File: src/rtl/shift_executor_pkg.sv
// shift_executor_pkg: shared state encodings and default widths for the serial shifter
package shift_executor_pkg;

    localparam int DATA_W_DEF = 32;
    localparam int AMT_W_DEF  = 6;

    typedef enum logic [1:0] {
        S_IDLE  = 2'd0,
        S_SHIFT = 2'd1,
        S_DONE  = 2'd2
    } state_t;

endpackage

File: src/rtl/shift_executor_counter.sv
// shift_counter: loadable down-counter that flags when one step remains
module shift_counter
    import shift_executor_pkg::*;
#(
    parameter int AMT_W = AMT_W_DEF
) (
    input  logic             clk,
    input  logic             rstN,
    input  logic             load,
    input  logic [AMT_W-1:0] loadVal,
    input  logic             dec,
    output logic             isOne
);

    logic [AMT_W-1:0] count;

    // load wins over decrement so a back-to-back start always gets a fresh count
    always_ff @(posedge clk or negedge rstN) begin
        if (!rstN)
            count <= '0;
        else if (load)
            count <= loadVal;
        else if (dec)
            count <= count - AMT_W'(1);
    end

    assign isOne = (count == AMT_W'(1));

endmodule

File: src/rtl/shift_executor.sv
// shift_executor: serial right shifter, one bit per clock, with start/done handshake
module shift_executor
    import shift_executor_pkg::*;
#(
    parameter int DATA_W = DATA_W_DEF,
    parameter int AMT_W  = AMT_W_DEF
) (
    input  logic              clk,
    input  logic              rstN,
    input  logic              start,
    input  logic              arith,
    input  logic [AMT_W-1:0]  shiftAmt,
    input  logic [DATA_W-1:0] dataIn,
    output logic              ready,
    output logic              busy,
    output logic              done,
    output logic [DATA_W-1:0] dataOut
);

    localparam logic [AMT_W-1:0] FULL = AMT_W'(DATA_W);

    state_t            state;
    state_t            nxt;
    logic [DATA_W-1:0] shreg;
    logic              arith_q;
    logic              is_one;
    logic              accept;
    logic [AMT_W-1:0]  eff;
    logic              fill;

    assign ready   = (state != S_SHIFT);
    assign busy    = (state == S_SHIFT);
    assign done    = (state == S_DONE);
    assign accept  = ready & start;
    assign eff     = ({1'b0, shiftAmt} >= {1'b0, FULL}) ? FULL : shiftAmt;
    assign fill    = arith_q & shreg[DATA_W-1];
    assign dataOut = shreg;

    shift_counter #(.AMT_W(AMT_W)) u_cnt (
        .clk     (clk),
        .rstN    (rstN),
        .load    (accept),
        .loadVal (eff),
        .dec     (busy),
        .isOne   (is_one)
    );

    // state register
    always_ff @(posedge clk or negedge rstN) begin
        if (!rstN)
            state <= S_IDLE;
        else
            state <= nxt;
    end

    // next state: shift until the last step, otherwise accept or fall back to idle
    always_comb begin
        nxt = state;
        nxt = (state == S_SHIFT) ? (is_one ? S_DONE : S_SHIFT)
            : accept ? ((eff == '0) ? S_DONE : S_SHIFT)
            : S_IDLE;
    end

    // operand capture on accept, one-bit right shift per SHIFT cycle
    always_ff @(posedge clk or negedge rstN) begin
        if (!rstN) begin
            shreg   <= '0;
            arith_q <= 1'b0;
        end else if (accept) begin
            shreg   <= dataIn;
            arith_q <= arith;
        end else if (busy) begin
            shreg   <= {fill, shreg[DATA_W-1:1]};
        end
    end

endmodule

File: config.mk
export PLATFORM = sky130hd
export DESIGN_NAME = shift_executor
export DESIGN_NICKNAME = d
export VERILOG_FILES = /design/src/rtl/shift_executor_pkg.sv /design/src/rtl/shift_executor_counter.sv /design/src/rtl/shift_executor.sv
export SDC_FILE = /design/constraint.sdc
export NUM_CORES = 1
export LEC_CHECK = 0
export ABC_AREA = 0
export BUFFER_PORTS_ARGS = -buffer_cell sky130_fd_sc_hd__buf_2
export CELL_PAD_IN_SITES_DETAIL_PLACEMENT = 1
export CELL_PAD_IN_SITES_GLOBAL_PLACEMENT = 1
export CORE_MARGIN = 3
export CORE_UTILIZATION = 32
export DETAILED_ROUTE_END_ITERATION = 12
export PLACE_DENSITY = 0.81
export SKIP_LAST_GASP = 1
export SYNTH_ARGS = -nofsm -noshare
export SYNTH_HDL_FRONTEND = slang
export SYNTH_SLANG_ARGS = --single-unit
File: constraint.sdc
create_clock -name clk -period 1.25 [get_ports clk]
set_clock_uncertainty 0.15 [all_clocks]
set_input_delay 0.0625 -clock clk [delete_from_list [all_inputs] [get_ports clk]]
set_output_delay 0.0625 -clock clk [all_outputs]
set_load 0.005 [all_outputs]
==> flow_metrics.env <==
export IMPL_hold_start="shiftAmt[4]"
export IMPL_cts_root_buffer="clkbuf_8"
export IMPL_synth_simple_gate_area_share_pct=12.45
export IMPL_setup_ws_ns=-0.2015
export IMPL_vias_per_cell=4.910
export IMPL_clk_path_buf_depth=2
export IMPL_place_inst=352
export IMPL_power_frac_clock_pct=11.5
export IMPL_cp_end_kind="register"
export IMPL_grt_pass1_wl_um=11040
export IMPL_r2r_start="u_cnt.count[0]"
export IMPL_dieWidth_um=84.87
export IMPL_combPwrFrac_pct=54.1
export IMPL_setup_viol=29
export IMPL_core_um2=5956
export IMPL_synthCells=193
export IMPL_cts_tree="yes"
export IMPL_period_needed_ns=1.451
export IMPL_yosys_area_share_adder_pct=1.257
export IMPL_wl_met1_um=2722
export IMPL_met3WireLength_um=229
export IMPL_drc=0
export IMPL_p_per_area_nw_per_um2=2179
export IMPL_outcome="complete, but fails checks"
export IMPL_cap_violations=0
export IMPL_synth_fp_nets=237
export IMPL_critPathMaxStageDelay_ns=0.48
export IMPL_power_w=0.007320
export IMPL_routedWlPerCell_um=17.04
export IMPL_clk_latency_ns=0.29
export IMPL_wl_met2_um=3887
export IMPL_maxSlewViolCount=0
export IMPL_path_class="reg -> reg"
export IMPL_syn_cell_area_um2=1991
export IMPL_switchingPower_w=0.002822
export IMPL_crit_buf_inv=1
export IMPL_ys_types=35
export IMPL_synth_ff_type="dfrtp_1"
export IMPL_r2r_slack_ns=-0.20
export IMPL_critPathMaxFanout=4
export IMPL_io_pins=77
export IMPL_via_count=2008
export IMPL_path_delay_family="flip-flops"
export IMPL_htree_levels=2
export IMPL_tightestPinTransition_ns=0.3249
export IMPL_io_buffers=76
export IMPL_place_ws_ns=-0.1710
export IMPL_grt_pass1_vias=2183
export IMPL_hpwl_um=4125
export IMPL_grt_usage_pct=19.45
export IMPL_violations="setup timing"
export IMPL_clkSinkCount=41
export IMPL_synth_avg_cell_area_um2=10.31
export IMPL_yosys_warnings=0
export IMPL_p_leak_nw=1.677
export IMPL_synth_top_family_by_area="multiplexers"
export IMPL_vdd_drop_max_v=0.0009520
export IMPL_numCtsBuffers=5
export IMPL_p_int_w=0.004498
export IMPL_async_flop_share_pct=100.0
export IMPL_p_seq_share_pct=34.3
export IMPL_gr_total_overflow=0
export IMPL_min_path_type="in -> reg"
export IMPL_holdPathStages=4
export IMPL_max_slew_margin_rel_pct=78.25
export IMPL_muxShareOfSynthArea_pct=16.15
export IMPL_r2r_cells=4
export IMPL_start_kind="register"
export IMPL_antenna_found_initial=0
export IMPL_final_cells=409
export IMPL_first_pass_iters=4
export IMPL_startpoint="u_cnt.count[0]"
export IMPL_fin_crit_sh_pct=116.1
export IMPL_drive_gt1_share_pct=42.81
export IMPL_grt_max_degree=42
export IMPL_fmax_ghz=0.6890
export IMPL_crit_required_ns=1.30
export IMPL_cp_cell_sequence="nor4b_4, buf_4, a32oi_1, o21ai_0"
export IMPL_swShare_pct=38.56
export IMPL_final_util_pct=56.41
export IMPL_rows=28
export IMPL_ys_ff_latch=41
export IMPL_fin_nets=377
export IMPL_antennaDiodeCount=0
export IMPL_crit_slowest_cell="dfrtp_2"
export IMPL_place_congestion=0.8276
export IMPL_antenna_left=0
export IMPL_synth_edf_count=0
export IMPL_drt_initial_drc_count=50
export IMPL_multi_input_area_um2=985.9
export IMPL_wl_um=6970
export IMPL_maxUsedRoutingLayer="met4"
export IMPL_fp_dieH_um=84.87
export IMPL_fillers=689
export IMPL_die_area_um2=7203
export IMPL_synth_compound_area_share_pct=13.89
export IMPL_area_growth_pct=68.76
export IMPL_synth_xor_area_share_pct=0.4400
export IMPL_initial_core_util_pct=33.42
export IMPL_register_area_um2=1028
export IMPL_clkTransAtPathRegs_ns=0.09
export IMPL_hold_end="state[0]"
export IMPL_report_final_hold_viol_count=0
export IMPL_ys_seq_area_share_pct=51.54
export IMPL_timing_rr_end="u_cnt.count[3]"
export IMPL_rsz0062_at_grt="yes"
export IMPL_crit_arrival_ns=1.50
sequential cells by signal (all words and copies together) (netlist names):
name,cells
state,2
dataOut,32
arith_q,1
u_cnt.count,6
power groups by stage:
stage,combinational [W],sequential (W),clock [W]
6_report,0.00396,0.00251,0.000845
5_1_grt,0.00436,0.00260,0.000947
4_1_cts,0.00360,0.00247,0.000871
3_5_place_dp,0.00295,0.00244,0
3_3_place_gp,0.00279,0.00241,0
2_1_floorplan,0.00143,0.00241,0
placed cells by master (no fill, tap or decap), drive strengths merged, types with 2 or more instances in the layout:
cell type and count:
clkinv 3, dfrtp 41, nand2 33, dlygate4sd3 37, and3 2, o22ai 2, a21oi 3, inv 4
nor2 2, clkbuf 7, buf 108, o21ai 35, ha 2, nor3 2, nor2b 4, a311oi 2
mux2i 31
logic make-up after synthesis:
kind of cell	Yosys count
buffers and inverters	18
muxes	32
adders and majority gates	2
xor gates and xnor gates	1
AOI/OAI and AO/OA	49
and+or+nand+nor	50
DFF	41
worst register-to-register path, stage by stage (launching register included):
cell and delay [ns]:
dfrtp_2 0.48, nor4b_4 0.40, buf_4 0.17, a32oi_1 0.05, o21ai_0 0.11
metal layers:
| metal | vias to the layer above | track usage (%) |
|---|---|---|
| met3 | 14 | 2.913 |
| li1 | 963 | - |
| met4 | 0 | 5.036 |
| met2 | 55 | 36.73 |
| met5 | - | 0 |
| met1 | 976 | 22.89 |
per-stage QoR:
stage / area, um^2 / hold slack (ns) / TNS [ns]
2_1_floorplan: 2018 / -0.3831 / -0.08370
3_3_place_gp: 2644 / -0.09801 / -1.559
3_5_place_dp: 2644 / -0.09403 / -3.681
4_1_cts: 3274 / 0.002527 / -2.533
5_1_grt: 3359 / 0.04480 / -5.686
6_report: 3359 / 0.04589 / -3.200
synthesized netlist by cell type (all sizes together) (2+ instances only):
| library cell | count | area share [%] |
|---|---|---|
| and3 | 2 | 0.63 |
| a21oi | 3 | 0.75 |
| nor2b | 4 | 1.3 |
| ha | 2 | 1.3 |
| inv | 5 | 0.94 |
| clkbuf | 3 | 0.57 |
| nand2 | 33 | 6.2 |
| dfrtp | 41 | 52 |
| a311oi | 2 | 0.88 |
| nor3 | 2 | 0.75 |
| o21ai | 35 | 8.8 |
| buf | 10 | 2.8 |
| mux2i | 31 | 16 |
| o22ai | 2 | 0.63 |
| nor2 | 2 | 0.50 |
cell type report:
type                    count  share of cell area [%]
clock buffers               6                   2.160
clock inverters             2                  0.2980
inverters                   5                   1.006
multi-input cells         134                   29.35
flip-flops and latches     41                   30.61
well taps                  75                   2.793
repair buffers            146                   33.78
worst max path at each step:
stage / to / slack (ns) / cells past startpoint
after detailed placement: u_cnt.count[3] / -0.17 / 4
after global placement: u_cnt.count[3] / -0.12 / 4
after floorplan: u_cnt.count[5] / -0.06 / 3
after global routing: u_cnt.count[3] / -0.23 / 4
final: u_cnt.count[3] / -0.20 / 4
after CTS: busy / -0.13 / 4
repair_timing:
item	4_1_cts	5_1_grt
resized for setup	27	21
hold buffers	36	1
cloned	1	1
endpoints found under the setup margin	40	44
setup buffers	9	1
pin swaps	7	4
endpoints found under the hold margin	77	1
No activity file was read; power rests on OpenSTA's default activity.
